**src/rtl/fetch_pc_ctrl_if.sv**
```systemverilog
// rtl/fetch_pc_ctrl_if.sv - fetch PC controller signal bundle
//
// Groups the fetch, M/W stage and prediction signals of fetch_pc_ctrl.
//   master : pipeline side, drives fetch/M/W inputs and observes the prediction outputs
//   slave  : fetch_pc_ctrl itself
// Optional FETCH_PERF_EN adds perf_ret_stall / perf_mispred / perf_stall.
interface fetch_pc_ctrl_if;
    logic        f_valid;
    logic [3:0]  f_icode;
    logic [63:0] f_valC;
    logic [63:0] f_valP;
    logic        F_stall;
    logic [3:0]  M_icode;
    logic        M_cnd;
    logic [3:0]  W_icode;
    logic [63:0] F_predPC;
    logic        f_bubble;
    logic        ret_pending;
    logic        halted;
    logic        ret_timeout;
`ifdef FETCH_PERF_EN
    logic [31:0] perf_ret_stall;
    logic [31:0] perf_mispred;
    logic [31:0] perf_stall;
`endif

    modport master (
        output f_valid, f_icode, f_valC, f_valP, F_stall, M_icode, M_cnd, W_icode,
        input  F_predPC, f_bubble, ret_pending, halted, ret_timeout
`ifdef FETCH_PERF_EN
        , input perf_ret_stall, perf_mispred, perf_stall
`endif
    );

    modport slave (
        input  f_valid, f_icode, f_valC, f_valP, F_stall, M_icode, M_cnd, W_icode,
        output F_predPC, f_bubble, ret_pending, halted, ret_timeout
`ifdef FETCH_PERF_EN
        , output perf_ret_stall, perf_mispred, perf_stall
`endif
    );
endinterface

```
**src/rtl/fetch_pc_ctrl.sv**
```systemverilog
// rtl/fetch_pc_ctrl.sv - Y86-64 fetch-side F register and next-PC predictor
//
// Holds F_predPC and predicts the next PC from the instruction just fetched
// (jXX predicted taken, call -> target, otherwise fall-through). A RUN/RET_WAIT/HALT
// FSM bubbles fetch while a ret travels to W and freezes fetch on halt; a jXX
// mispredict seen in M cancels either.
//
// Ports:
//   clk          clock, all state on posedge
//   rst          asynchronous active-high reset
//   bus.slave    f_valid/f_icode/f_valC/f_valP/F_stall, M_icode/M_cnd, W_icode in;
//                F_predPC, f_bubble (registered), ret_pending, halted (from state),
//                ret_timeout (sticky) out
// Parameters:
//   RESET_PC     F_predPC value after reset
//   RET_TIMEOUT  RET_WAIT cycles without a W ret before ret_timeout sets (>=4)
// Configuration:
//   FETCH_PERF_EN  adds 32-bit wrapping counters perf_ret_stall, perf_mispred, perf_stall
module fetch_pc_ctrl #(
    parameter logic [63:0] RESET_PC    = 64'h0,
    parameter int          RET_TIMEOUT = 8
) (
    input  logic            clk,
    input  logic            rst,
    fetch_pc_ctrl_if.slave  bus
);
    localparam int CNT_W = $clog2(RET_TIMEOUT + 1);
    localparam logic [CNT_W-1:0] CNT_MAX  = CNT_W'(RET_TIMEOUT);
    localparam logic [CNT_W-1:0] CNT_LAST = CNT_W'(RET_TIMEOUT - 1);

    localparam logic [3:0] I_HALT = 4'd0;
    localparam logic [3:0] I_JXX  = 4'd7;
    localparam logic [3:0] I_CALL = 4'd8;
    localparam logic [3:0] I_RET  = 4'd9;
    localparam logic [3:0] I_MAX  = 4'd11;

    typedef enum logic [1:0] {
        S_RUN      = 2'd0,
        S_RET_WAIT = 2'd1,
        S_HALT     = 2'd2
    } state_t;

    state_t           state;
    logic [CNT_W-1:0] wait_cnt;
    logic [63:0]      pred_pc;
    logic             f_bubble_q;
    logic             ret_timeout_q;

    logic [63:0] pred;
    logic        mispred;
    logic        w_ret;
    logic        f_is_ret;
    logic        f_is_halt;
    logic        take_fetch;

    assign pred      = (bus.f_icode == I_JXX || bus.f_icode == I_CALL) ? bus.f_valC : bus.f_valP;
    assign mispred   = (bus.M_icode == I_JXX) && !bus.M_cnd;
    assign w_ret     = (bus.W_icode == I_RET);
    assign f_is_ret  = (bus.f_icode == I_RET);
    assign f_is_halt = (bus.f_icode == I_HALT) || (bus.f_icode > I_MAX);

    // An instruction is accepted into F in RUN when not stalled, and in RET_WAIT only
    // on the cycle the ret reaches W (the PC mux is taking W_valM then).
    assign take_fetch = bus.f_valid &&
                        (((state == S_RUN) && !bus.F_stall) ||
                         ((state == S_RET_WAIT) && w_ret));

    always_ff @(posedge clk or posedge rst) begin
        if (rst) begin
            state         <= S_RUN;
            wait_cnt      <= '0;
            pred_pc       <= RESET_PC;
            f_bubble_q    <= 1'b0;
            ret_timeout_q <= 1'b0;
        end else if (mispred) begin
            // Wrong-path instruction is squashed: no ret/halt decode this cycle.
            state      <= S_RUN;
            wait_cnt   <= '0;
            f_bubble_q <= 1'b0;
            if (bus.f_valid) begin
                pred_pc <= pred;
            end
        end else begin
            case (state)
                S_RUN: begin
                    if (take_fetch) begin
                        f_bubble_q <= 1'b0;
                    end
                end
                S_RET_WAIT: begin
                    if (wait_cnt != CNT_MAX) begin
                        wait_cnt <= wait_cnt + CNT_W'(1);
                    end
                    if (w_ret) begin
                        state      <= S_RUN;
                        f_bubble_q <= 1'b0;
                    end else begin
                        f_bubble_q <= 1'b1;
                        if (wait_cnt == CNT_LAST) begin
                            ret_timeout_q <= 1'b1;
                        end
                    end
                end
                S_HALT: begin
                    f_bubble_q <= 1'b1;
                end
                default: begin
                    state <= S_RUN;
                end
            endcase

            // Later assignments override the case above for a freshly fetched ret/halt.
            if (take_fetch) begin
                pred_pc <= pred;
                if (f_is_ret) begin
                    state      <= S_RET_WAIT;
                    f_bubble_q <= 1'b1;
                    wait_cnt   <= '0;
                end else if (f_is_halt) begin
                    state      <= S_HALT;
                    f_bubble_q <= 1'b1;
                end
            end
        end
    end

    assign bus.F_predPC    = pred_pc;
    assign bus.f_bubble    = f_bubble_q;
    assign bus.ret_pending = (state == S_RET_WAIT);
    assign bus.halted      = (state == S_HALT);
    assign bus.ret_timeout = ret_timeout_q;

`ifdef FETCH_PERF_EN
    logic [31:0] perf_ret_stall_q;
    logic [31:0] perf_mispred_q;
    logic [31:0] perf_stall_q;

    always_ff @(posedge clk or posedge rst) begin
        if (rst) begin
            perf_ret_stall_q <= '0;
            perf_mispred_q   <= '0;
            perf_stall_q     <= '0;
        end else begin
            if (state == S_RET_WAIT) begin
                perf_ret_stall_q <= perf_ret_stall_q + 32'd1;
            end
            if (mispred) begin
                perf_mispred_q <= perf_mispred_q + 32'd1;
            end
            if ((state == S_RUN) && bus.F_stall) begin
                perf_stall_q <= perf_stall_q + 32'd1;
            end
        end
    end

    assign bus.perf_ret_stall = perf_ret_stall_q;
    assign bus.perf_mispred   = perf_mispred_q;
    assign bus.perf_stall     = perf_stall_q;
`endif
endmodule

```
**src/flat_wrapper.sv**
```systemverilog
// flat-port wrapper written by rule: the top's interface ports become plain ports
module fetch_pc_ctrl_flat 
#(
    parameter logic [63:0] RESET_PC    = 64'h0,
    parameter int          RET_TIMEOUT = 8
)
  (clk, rst, bus_f_valid, bus_f_icode, bus_f_valC, bus_f_valP, bus_F_stall, bus_M_icode, bus_M_cnd, bus_W_icode, bus_F_predPC, bus_f_bubble, bus_ret_pending, bus_halted, bus_ret_timeout);
  fetch_pc_ctrl_if bus_i ();
  input  logic clk;
  input  logic rst;
  input wire logic [$bits(bus_i.f_valid)-1:0] bus_f_valid;
  input wire logic [$bits(bus_i.f_icode)-1:0] bus_f_icode;
  input wire logic [$bits(bus_i.f_valC)-1:0] bus_f_valC;
  input wire logic [$bits(bus_i.f_valP)-1:0] bus_f_valP;
  input wire logic [$bits(bus_i.F_stall)-1:0] bus_F_stall;
  input wire logic [$bits(bus_i.M_icode)-1:0] bus_M_icode;
  input wire logic [$bits(bus_i.M_cnd)-1:0] bus_M_cnd;
  input wire logic [$bits(bus_i.W_icode)-1:0] bus_W_icode;
  output wire logic [$bits(bus_i.F_predPC)-1:0] bus_F_predPC;
  output wire logic [$bits(bus_i.f_bubble)-1:0] bus_f_bubble;
  output wire logic [$bits(bus_i.ret_pending)-1:0] bus_ret_pending;
  output wire logic [$bits(bus_i.halted)-1:0] bus_halted;
  output wire logic [$bits(bus_i.ret_timeout)-1:0] bus_ret_timeout;
  assign bus_i.f_valid = bus_f_valid;
  assign bus_i.f_icode = bus_f_icode;
  assign bus_i.f_valC = bus_f_valC;
  assign bus_i.f_valP = bus_f_valP;
  assign bus_i.F_stall = bus_F_stall;
  assign bus_i.M_icode = bus_M_icode;
  assign bus_i.M_cnd = bus_M_cnd;
  assign bus_i.W_icode = bus_W_icode;
  assign bus_F_predPC = bus_i.F_predPC;
  assign bus_f_bubble = bus_i.f_bubble;
  assign bus_ret_pending = bus_i.ret_pending;
  assign bus_halted = bus_i.halted;
  assign bus_ret_timeout = bus_i.ret_timeout;
  fetch_pc_ctrl #(.RESET_PC(RESET_PC), .RET_TIMEOUT(RET_TIMEOUT)) u_core (.clk(clk), .rst(rst), .bus(bus_i));
endmodule
```
**config.mk**
```make
export PLATFORM = sky130hd
export DESIGN_NAME = fetch_pc_ctrl_flat
export DESIGN_NICKNAME = d
export VERILOG_FILES = /design/src/rtl/fetch_pc_ctrl_if.sv /design/src/rtl/fetch_pc_ctrl.sv /design/src/flat_wrapper.sv
export SDC_FILE = /design/constraint.sdc
export NUM_CORES = 1
export LEC_CHECK = 0
export CORE_ASPECT_RATIO = 2
export CORE_MARGIN = 10
export CORE_UTILIZATION = 43
export CTS_BUF_LIST = sky130_fd_sc_hd__clkbuf_4 sky130_fd_sc_hd__clkbuf_8
export CTS_CLUSTER_SIZE = 10
export DETAILED_ROUTE_END_ITERATION = 8
export PLACE_DENSITY = 0.89
export SLEW_MARGIN = 20
export SYNTH_ARGS = -nofsm -noshare
export SYNTH_HDL_FRONTEND = slang
export SYNTH_SLANG_ARGS = --single-unit
```
**constraint.sdc**
```tcl
create_clock -name clk -period 4.8 [get_ports clk]
set_clock_uncertainty 0.2 [all_clocks]
set_input_delay 0.72 -clock clk [delete_from_list [all_inputs] [get_ports clk]]
set_output_delay 0.72 -clock clk [all_outputs]
set_load 0.005 [all_outputs]
```
---- After elaboration in Yosys (flattened, before gate mapping) ----
Cells that the tools add are included.
operators by class
  bitwise logic cells ..................... 2
  shift-type cells ........................ 0
  mux-type cells .......................... 22
  multiply operators ...................... 0
  divide/modulo/power cells ............... 0
  equal/unequal tests ..................... 10
  order comparisons ....................... 1
  add/subtract/negate cells ............... 1
  reduce and logical (&&, ||, !) cells .... 15
operators by type and width
  operator                                             count
  2-to-1 mux 64 bit                                    4
  2-to-1 mux 4 bit                                     5
  equality test 4 x 3 -> 1 bit, second input constant  3
  equality test 4 bit, second input constant           3
  2-to-1 mux 2 bit                                     5
  2-to-1 mux 1 bit                                     6
  adder 4 x 1 -> 4 bit, second input constant          1
  > comparator 4 bit, second input constant            1
  logical AND 1 bit                                    4
  logical NOT 4 bit                                    1
  != test 4 bit, second input constant                 1
  case mux 2 bit (2 select lines)                      1
  AND reduction 4 bit                                  1
  logical OR 1 bit                                     3
  case mux 1 bit (3 select lines)                      1
  equality test 2 x 1 -> 1 bit, second input constant  1
  equality test 2 bit, second input constant           1
  logical NOT 1 bit                                    2
  logical NOT 2 bit                                    1
  != test 2 bit, second input constant                 1
  inverter 1 bit                                       2
  AND reduction 2 bit                                  1
  nonzero test 2 bit                                   1
  OR reduction 2 bit                                   1
storage, ports and cells
  ROM bits ................................ 0
  output and inout port bits .............. 68
  bits in writable memories ............... 0
  flip-flop bits (word level) ............. 72
  memories kept ........................... 0
  input port bits ......................... 145
  latch bits .............................. 0

---- Longest topological paths before layout ----
Gate-level depths: netlist of the first run.
  depth after elaboration ................. 10
  mapped depth ............................ 6
  depth with buffers taken out ............ 6

---- Worst setup path after synthesis of the first run ----
Ideal clock, no wire load.
  kind .................................... input -> register
  from .................................... input bus_f_icode[0]
  to ...................................... register u_core.pred_pc[0] (netlist: u_core.bus.F_predPC[0])
  setup slack ............................. 2.332 ns
  stages .................................. 5
  required time ........................... 4.472 ns
  arrival time ............................ 2.141 ns
  path through ............................ or4b_4 -> nand2_4 -> buf_6 -> mux2_1 -> mux2_1
on the way
  word-level cells in the longest chain between the ends .. 5
  elaborated cells on any way between the ends .. 7
  classes of those cells .................. eq/ne (2); mux (4); reduce/logical (1)
ends and longest elaborated chain
  what                                                                        RTL line                                   source
  start, declared                                                             flat_wrapper.sv:12                         input wire logic [$bits(bus_i.f_icode)-1:0] bus_f_icode;
  equality test 4 x 3 -> 1 bit / equality test 4 bit (equally long branches)  fetch_pc_ctrl.sv:56                        assign pred = (bus.f_icode == I_JXX || bus.f_icode == I_CALL) ? bus.f_valC : bus.f_valP;
  logical OR 1 bit (*)                                                        fetch_pc_ctrl.sv:56
  2-to-1 mux 64 bit (*)                                                       fetch_pc_ctrl.sv:56
  2-to-1 mux 64 bit, on equally long branches                                 fetch_pc_ctrl.sv:113, fetch_pc_ctrl.sv:80
  2-to-1 mux 64 bit (*)                                                       fetch_pc_ctrl.sv:75                        end else if (mispred) begin
  end signal, assigned                                                        fetch_pc_ctrl.sv:81                        pred_pc <= pred;
  end signal, assigned                                                        fetch_pc_ctrl.sv:114                       pred_pc <= pred;
  end, declared                                                               fetch_pc_ctrl.sv:45                        logic [63:0] pred_pc;
Every way passes the cells marked *; elsewhere a longest branch is shown, timed or not. The select of a mux whose other input is x is not followed.
A chain may end at the register's enable or synchronous reset.

---- Worst setup path in the final report of the first run ----
  from .................................... input bus_f_icode[1]
  to ...................................... register u_core.pred_pc[6] (netlist: u_core.bus.F_predPC[6])
Same word-level chain as after synthesis.

==> out/results.txt, run 1 <==
The primary flip-flop cell chosen by synthesis mapping is dfrtp_1. The number of detailed-route iterations in the first pass came out at 4. Dividing the final minimum period by the clock period gives 66.2%.

The share of synthesized flip-flops with an asynchronous set or reset is 100%. In the final layout, the share of cells above drive strength 1 is 7.04%. Clock tree synthesis selected as its root buffer the cell clkbuf_8. Yosys printed 0 warnings.

For this design the ratio of total power to cell area is 408 nW/um^2. Headroom to the max-slew limit came out at 39.8%. The clock passes through at most 2 buffers. The average wire per cell in the routed design was 21.6 um; the number of nets still failing antenna checks after routing was 0. The die is 85.9 um wide. The via density per instance works out to 5.14. In the routed design, unresolved DRC markers number 0.

After filler insertion, the fill cell instance count of the layout stands at 640. The run gives 10.2 mm as the placed wire-length estimate after detailed placement. The logs give 0.814 for the weighted congestion reported at the end of routability-driven placement and 315 MHz for the upper clock frequency limit. At the pin with the least slew margin, the transition time is 904 ps.

Clock tree synthesis found a total of 72 sinks. The tightest min-delay check is of the flip-flop to flip-flop type. Along the worst path, the maximum fanout reaches 64. At the end of the flow, the number of nets in the layout was 626.

Count of buffers from port buffering: 212. The multiplexer fraction of the synthesized cell area came out at 38.6%. Setup repair after global routing left no endpoint under its margin. The internal portion of the total power is 1.83 mW. The number of cells upsized or downsized after cts was 0. For this configuration, the core starts out at a cell density of 43.5%.

After clock tree synthesis, the clock-pin slew on the worst setup and hold paths is 80 ps. In the layout the commonest cells are clkdlybuf4s50_1 (212), mux2_1 (120), dfrtp_1 (72). For the finished layout, the period the worst path requires is 3180 ps. The via count of the first global-routing pass is 3377, and the total CTS buffers is 9. Across the run, the number of max-cap violations was 0.

The critical path in this run is classified as input port to flip-flop. The worst path required time is 4830 ps. VDD sags by at most 316 uV. TritonCTS built the clock tree.

The number of antenna violations at the first check in global routing came out at 0. Of the total synthesized cell area, the portion taken by AND, OR, NAND and NOR gates is 5.15%. From bottom edge to top edge, the die measures 152 um.

The synthesized netlist contains 36 unique library cells. In this run, post-CTS hold repair placed 0 buffers. Net switching is 26.7% of the power. The tools report the gate count after technology mapping as 267.

Global-route wire length before repair: 19.4 mm. The xor-xnor portion of the synthesized cell area works out to 0.469%. By area, the combinational part of the netlist is dominated by multiplexers. In this run the core area contains 48 standard-cell rows. After synthesis, flip-flops and latches occupy 48.2% of the total area. Yosys attributes the largest share of cell area to dfrtp_1 (48%), mux2_1 (36%), mux2_2 (2.4%), buf_6 (1.8%), a21oi_1 (0.94%). The clock network is responsible for 21.9% of the overall power. The cell area that synthesis handed to floorplanning was 3740 sq um. The logs give 0 for the number of hold violations in the final report and 12.6 mm for the final wirelength. The most common cell after layout, fill and taps aside is clkdlybuf4s50_1. The worst setup path is captured at a flip-flop. The arrival time at the worst endpoint is 3210 ps, and the area growth from synthesis to final layout is 64.1%. Critical path launch point type: an input port. Summing the areas of all compound-gate instances in the mapped netlist gives 3.82% of the synthesized area. Averaged over all synthesized cells, the footprint is 14.0 sq um. In this run the count of I/O pins placed on the die edge is 213. In this run, the combinational gates consume 39.3% of the power. The pin count of the biggest net entering global routing was 65. The clock insertion delay at the later pin of the skew report came out at 350 ps. The count of H-tree levels built during CTS is 3, and the post-synthesis share of cell area spent on full adders, half adders and majority gates is 0.669%. In the final timing run, aggregate negative setup slack is 0 ps. Largest area contributor in the synthesized netlist: dfrtp_1. The tools report the pre-CTS setup slack as 1240 ps. The area share of the largest cell type after synthesis is 48.2%, and the number of antenna repair diodes is 0. The tools report the die outline area as 13100 sq um. Max-slew violation count: 0. The core region is 8590 sq um. The run finished with clean final reports. The violation count after the first detailed-routing iteration is 156, and the number of buffers added for setup after CTS is 0. For the combined global-route utilization of all metal layers, the log shows 19.2%.

The worst path meets setup with 1620 ps of slack. The power after layout was 2.50 mW. The synthesis-stage register bit count came out at 72.

Setup violations remaining at the end of the flow were counted as 0. The sequential share of power was 38.8%; the number of synthesized flops with an enable pin was 0. The analysis attributes to net switching a power of 669 uW. For this run the aggregate overflow at the end of global routing stands at 0. Across all layers, the routed design uses 2996 vias. Synthesis produced a netlist with a net count of 414. In this run the static leakage power is 2.45 nW.
[power groups by stage]
stage	Clock, mW	Sequential (mW)	Combinational (mW)
after floorplan	0	0.989	0.282
after global placement	0	0.965	0.978
after detailed placement	0	0.982	1.01
after CTS	0.562	0.970	1.01
after global routing	0.581	1.00	1.06
final	0.548	0.970	0.985
[per-layer routing]
layer	wire length, um	part of all wire (%)	GRT usage [%]
met4	369	2.9	7.97
met5	0	0	0
met2	7290	58	36.8
met1	4150	33	17.7
met3	788	6.3	5.25
[path summary, 6_finish.rpt]
kind / start / endpoint / slack [ps] / cells after the start
max: bus_f_icode[1] / u_core.bus.F_predPC[6] / 1620 / 5
max reg2reg: u_core.state[0] / u_core.bus.F_predPC[14] / 2090 / 5
min: u_core.bus.ret_timeout / u_core.bus.ret_timeout / 270 / 1
max in group asynchronous: rst / u_core.bus.F_predPC[33] / 2920 / 3
min reg2reg: u_core.bus.ret_timeout / u_core.bus.ret_timeout / 270 / 1
min in group asynchronous: rst / u_core.bus.F_predPC[48] / 640 / 2
[kinds of logic (layout without fill, tap and decap cells)]
kind of cell / after synthesis / count (layout)
muxes: 128 / 128
DFF: 72 / 72
and+or+nand+nor: 29 / 29
AOI/OAI and AO/OA: 17 / 17
buffers and inverters: 17 / 233
adders and majority gates: 2 / 2
xor gates and xnor gates: 2 / 2
[sequential cells by signal, summed over array words and instances, names as in the netlist]
| signal | cells |
|---|---|
| u_core.state | 2 |
| u_core.bus.f_bubble | 1 |
| u_core.bus.F_predPC | 64 |
| u_core.bus.ret_timeout | 1 |
| u_core.wait_cnt | 4 |
[synth_stat cells (2+ instances only)]
| cell | number |
|---|---|
| nand4b_1 | 2 |
| mux2_2 | 8 |
| nor2_1 | 5 |
| a21oi_1 | 7 |
| ha_1 | 2 |
| mux2_1 | 120 |
| dfrtp_1 | 72 |
| buf_6 | 6 |
| buf_2 | 7 |
| inv_1 | 4 |
| nand2_1 | 8 |
| nor2b_1 | 2 |
[critical path: stages]
cell	delay, ps
clkdlybuf4s50_1	520
or4b_4	570
nand2_4	660
mux2_1	390
mux2_1	300
[stage by stage]
step           instance area (sq um)  hold WS [ps]  cells  utilization [%]
2_1_floorplan                   3740           266    267                -
3_3_place_gp                    5910           260    568             68.8
3_5_place_dp                    5910           256    568             68.8
4_1_cts                         6130           270    583             71.4
5_1_grt                         6140           297    583             71.4
6_report                        6140           268    583             71.4
[final cells by class]
| class | instances | area [sq um] | share of cell area (%) |
|---|---|---|---|
| repair buffers | 214 | 2150 | 35.0 |
| clock inverters | 3 | 65.1 | 1.06 |
| clock buffers | 12 | 159 | 2.59 |
| well taps | 100 | 125 | 2.04 |
| multi-input cells | 178 | 1820 | 29.6 |
| flip-flops and latches | 72 | 1800 | 29.4 |
| inverters | 4 | 16.3 | 0.265 |
Power figures use the tool's default switching activity.
==> run 2, diff against run 1 <==
CORE_UTILIZATION = 36   (was 43)
PLACE_DENSITY = 0.79   (was 0.89)
clock period = 2.8 ns   (was 4.8 ns; I/O delays follow)
==> out/results.txt, run 2 (synthesized netlist as in run 1, its figures left out) <==
The worst vdd rail ir drop was 403 uV; the number of cells upsized or downsized after cts was 0. The root buffer cell was clkbuf_8. The number of nets still failing antenna checks after routing was 0; the average wire per cell in the routed design was 20.4 um. Worst flop-to-flop path endpoint: u_core.bus.F_predPC[42].

Across the run, the number of max-cap violations was 0. Chip width: 92.1 um. The library cell used most frequently in the layout, excluding fill and tap cells, is clkdlybuf4s50_1.

The detailed router placed 3076 vias in this run. The clock period minus final worst setup slack was 2350 ps. Post-route fraction of the period consumed by the critical path: 83.8%.

The area of the placeable core is 10100 sq um. The run gives 18.8 mm as the global-route wire length before repair. The run finished with clean final reports. The layout filler cell count is 869. The type of the worst min-delay path was input port to asynchronous set/reset pin. The uppermost metal layer occupied by signal nets was met4. With fillers left out, the area of the finished cells amounts to 6310 sq um. The combined global-route utilization of all metal layers was 16.4%.

Summing all placed instances gives a cell area of 6110 sq um. For the via count of the first global-routing pass, the log shows 3434. Summed over all layers, the global routing overflow is 0. The maximum buffer depth of the clock tree is 2, and the number of antenna violations at the first check in global routing is 0.

The detailed route wirelength on metal3 came out at 746 um. Before CTS, the worst setup slack after placement is 88.1 ps. The area growth from synthesis to final layout was 68.7%; the number of flip-flops in the largest register was 64. The die outline area was 15100 sq um.

After detailed routing, the met2 layer carries 7.90 mm of wire. The final hold slack was 204 ps. Along the worst path, the maximum fanout reaches 25.

Critical path launch point type: an input port. Buffers placed on the I/O ports in this run total 212. Following the worst setup path forward leads to its endpoint at u_core.bus.F_predPC[51]. For flop-to-flop paths, the worst setup slack is 740 ps. Summed over all nets, the half-perimeter wirelength after detailed placement is 10.6 mm. The arrival time at the worst endpoint was 2370 ps; the relative slew slack was 65.2%. The final layout contains 638 nets. The number of buffers added for setup after CTS was 0. The start-to-end type of the worst setup path is input port to flip-flop. The transition time at the pin with the least slew margin was 516 ps; the height of the die was 164 um. The number of hold violations in the final report was 0. Upper clock frequency limit: 426 MHz. Dividing the detail-routed via count by the number of cells gives 4.87.

The initialized floorplan defines 52 standard-cell rows. Setup repair after global routing left no endpoint under its margin. The run gives 0.839 as the weighted congestion reported at the end of routability-driven placement. Leaving out fill and tap cells, the most frequent cells in the layout are clkdlybuf4s50_1 (212), mux2_1 (120), dfrtp_1 (72).

The number of primary I/O pins is 213, and the clock slew at the register clock pins of the worst setup and hold paths is 80 ps. After layout, the worst setup slack is 455 ps. The areal power density over the cells is 668 nW/um^2.

For this run, design rule violations remaining after detail routing come to 0. The most critical setup path has its startpoint at bus_f_icode[0]. Summed over all cells, the static leakage comes to 2.51 nW. In this run the critical register-to-register path is launched from u_core.state[0]. The tools report the max-slew violation count as 0. Setup violations remaining at the end of the flow were counted as 0. The clock drives 72 sinks. The number of hold buffers added after CTS was 0. The number of cells on the worst reg-to-reg path is 5.

Before antenna repair, the detailed router went through 4 iterations. CTS built an H-tree with a depth of 3. At the end of the flow the core is filled with cells to 62.2%. Worst path required time: 2830 ps.

Entering global routing, the biggest net connects 44 pins. The violation count after the first detailed-routing iteration came out at 60. Total CTS buffers: 9. The worst setup path is captured at a flip-flop.

TritonCTS built the clock tree. The run gives 3.96 mm as the post-route met1 wirelength. The initial utilization of the core area, before any placement, comes to 36.8%. The repair_antennas step left the layout with diodes totalling 0.

Clock latency on the worst-skew pair, taken at its later pin, is 340 ps. The tools report the total negative slack for setup checks as 0 ps. The ratio of cells with drive above 1 in the final layout was 9.48%; the final wirelength was 12.8 mm.
## run 2: changes by cell type in the layout (fill, tap and decap cells not counted)
cell        delta
buf_12         +5
buf_4          +7
bufinv_16      -1
clkbuf_8       -1
clkinv_4       +1
clkinvlp_4     +1
inv_2          +1
## run 2: cell type report
cell class                      instances  area [sq um]  area share (%)
Clock buffer                           11           145            2.30
Clock inverter                          5          56.3           0.893
Inverter                                4          15.0           0.238
Multi-Input combinational cell        178          1820            28.8
Sequential cell                        72          1800            28.6
Tap cell                              135           169            2.68
Timing Repair Buffer                  226          2300            36.5
## run 2: how the worst min path moves through the flow
stage / start / endpoint / cells past startpoint
floorplan: u_core.bus.ret_timeout / u_core.bus.ret_timeout / 1
global placement: u_core.bus.ret_timeout / u_core.bus.ret_timeout / 1
detailed placement: u_core.bus.ret_timeout / u_core.bus.ret_timeout / 1
CTS: rst / u_core.bus.F_predPC[15] / 2
global route: rst / u_core.bus.F_predPC[15] / 2
finish: rst / u_core.bus.F_predPC[36] / 2
## run 2: routing by layer
metal | GRT usage (%) | up-vias
met4 | 5.85 | 0
li1 | - | 1421
met1 | 13.3 | 1539
met3 | 5.35 | 19
met2 | 33.9 | 97
met5 | 0 | -
## run 2: power by group
part	total, mW	switching, mW	internal [mW]
registers	1.66	0.210	1.45
clock network	0.829	0.385	0.444
logic	1.72	0.561	1.16
total	4.21	1.16	3.06
## run 2: stage by stage
stage	cells	power, mW
floorplan	267	2.18
global placement	615	3.37
detailed placement	615	3.44
CTS	631	4.29
global route	631	4.47
finish	631	4.21
## run 2: critical path, stage by stage
cell and delay (ps):
clkdlybuf4s50_1 420, or4b_4 550, nand2_4 120, buf_12 190, mux2_1 340, mux2_1 300
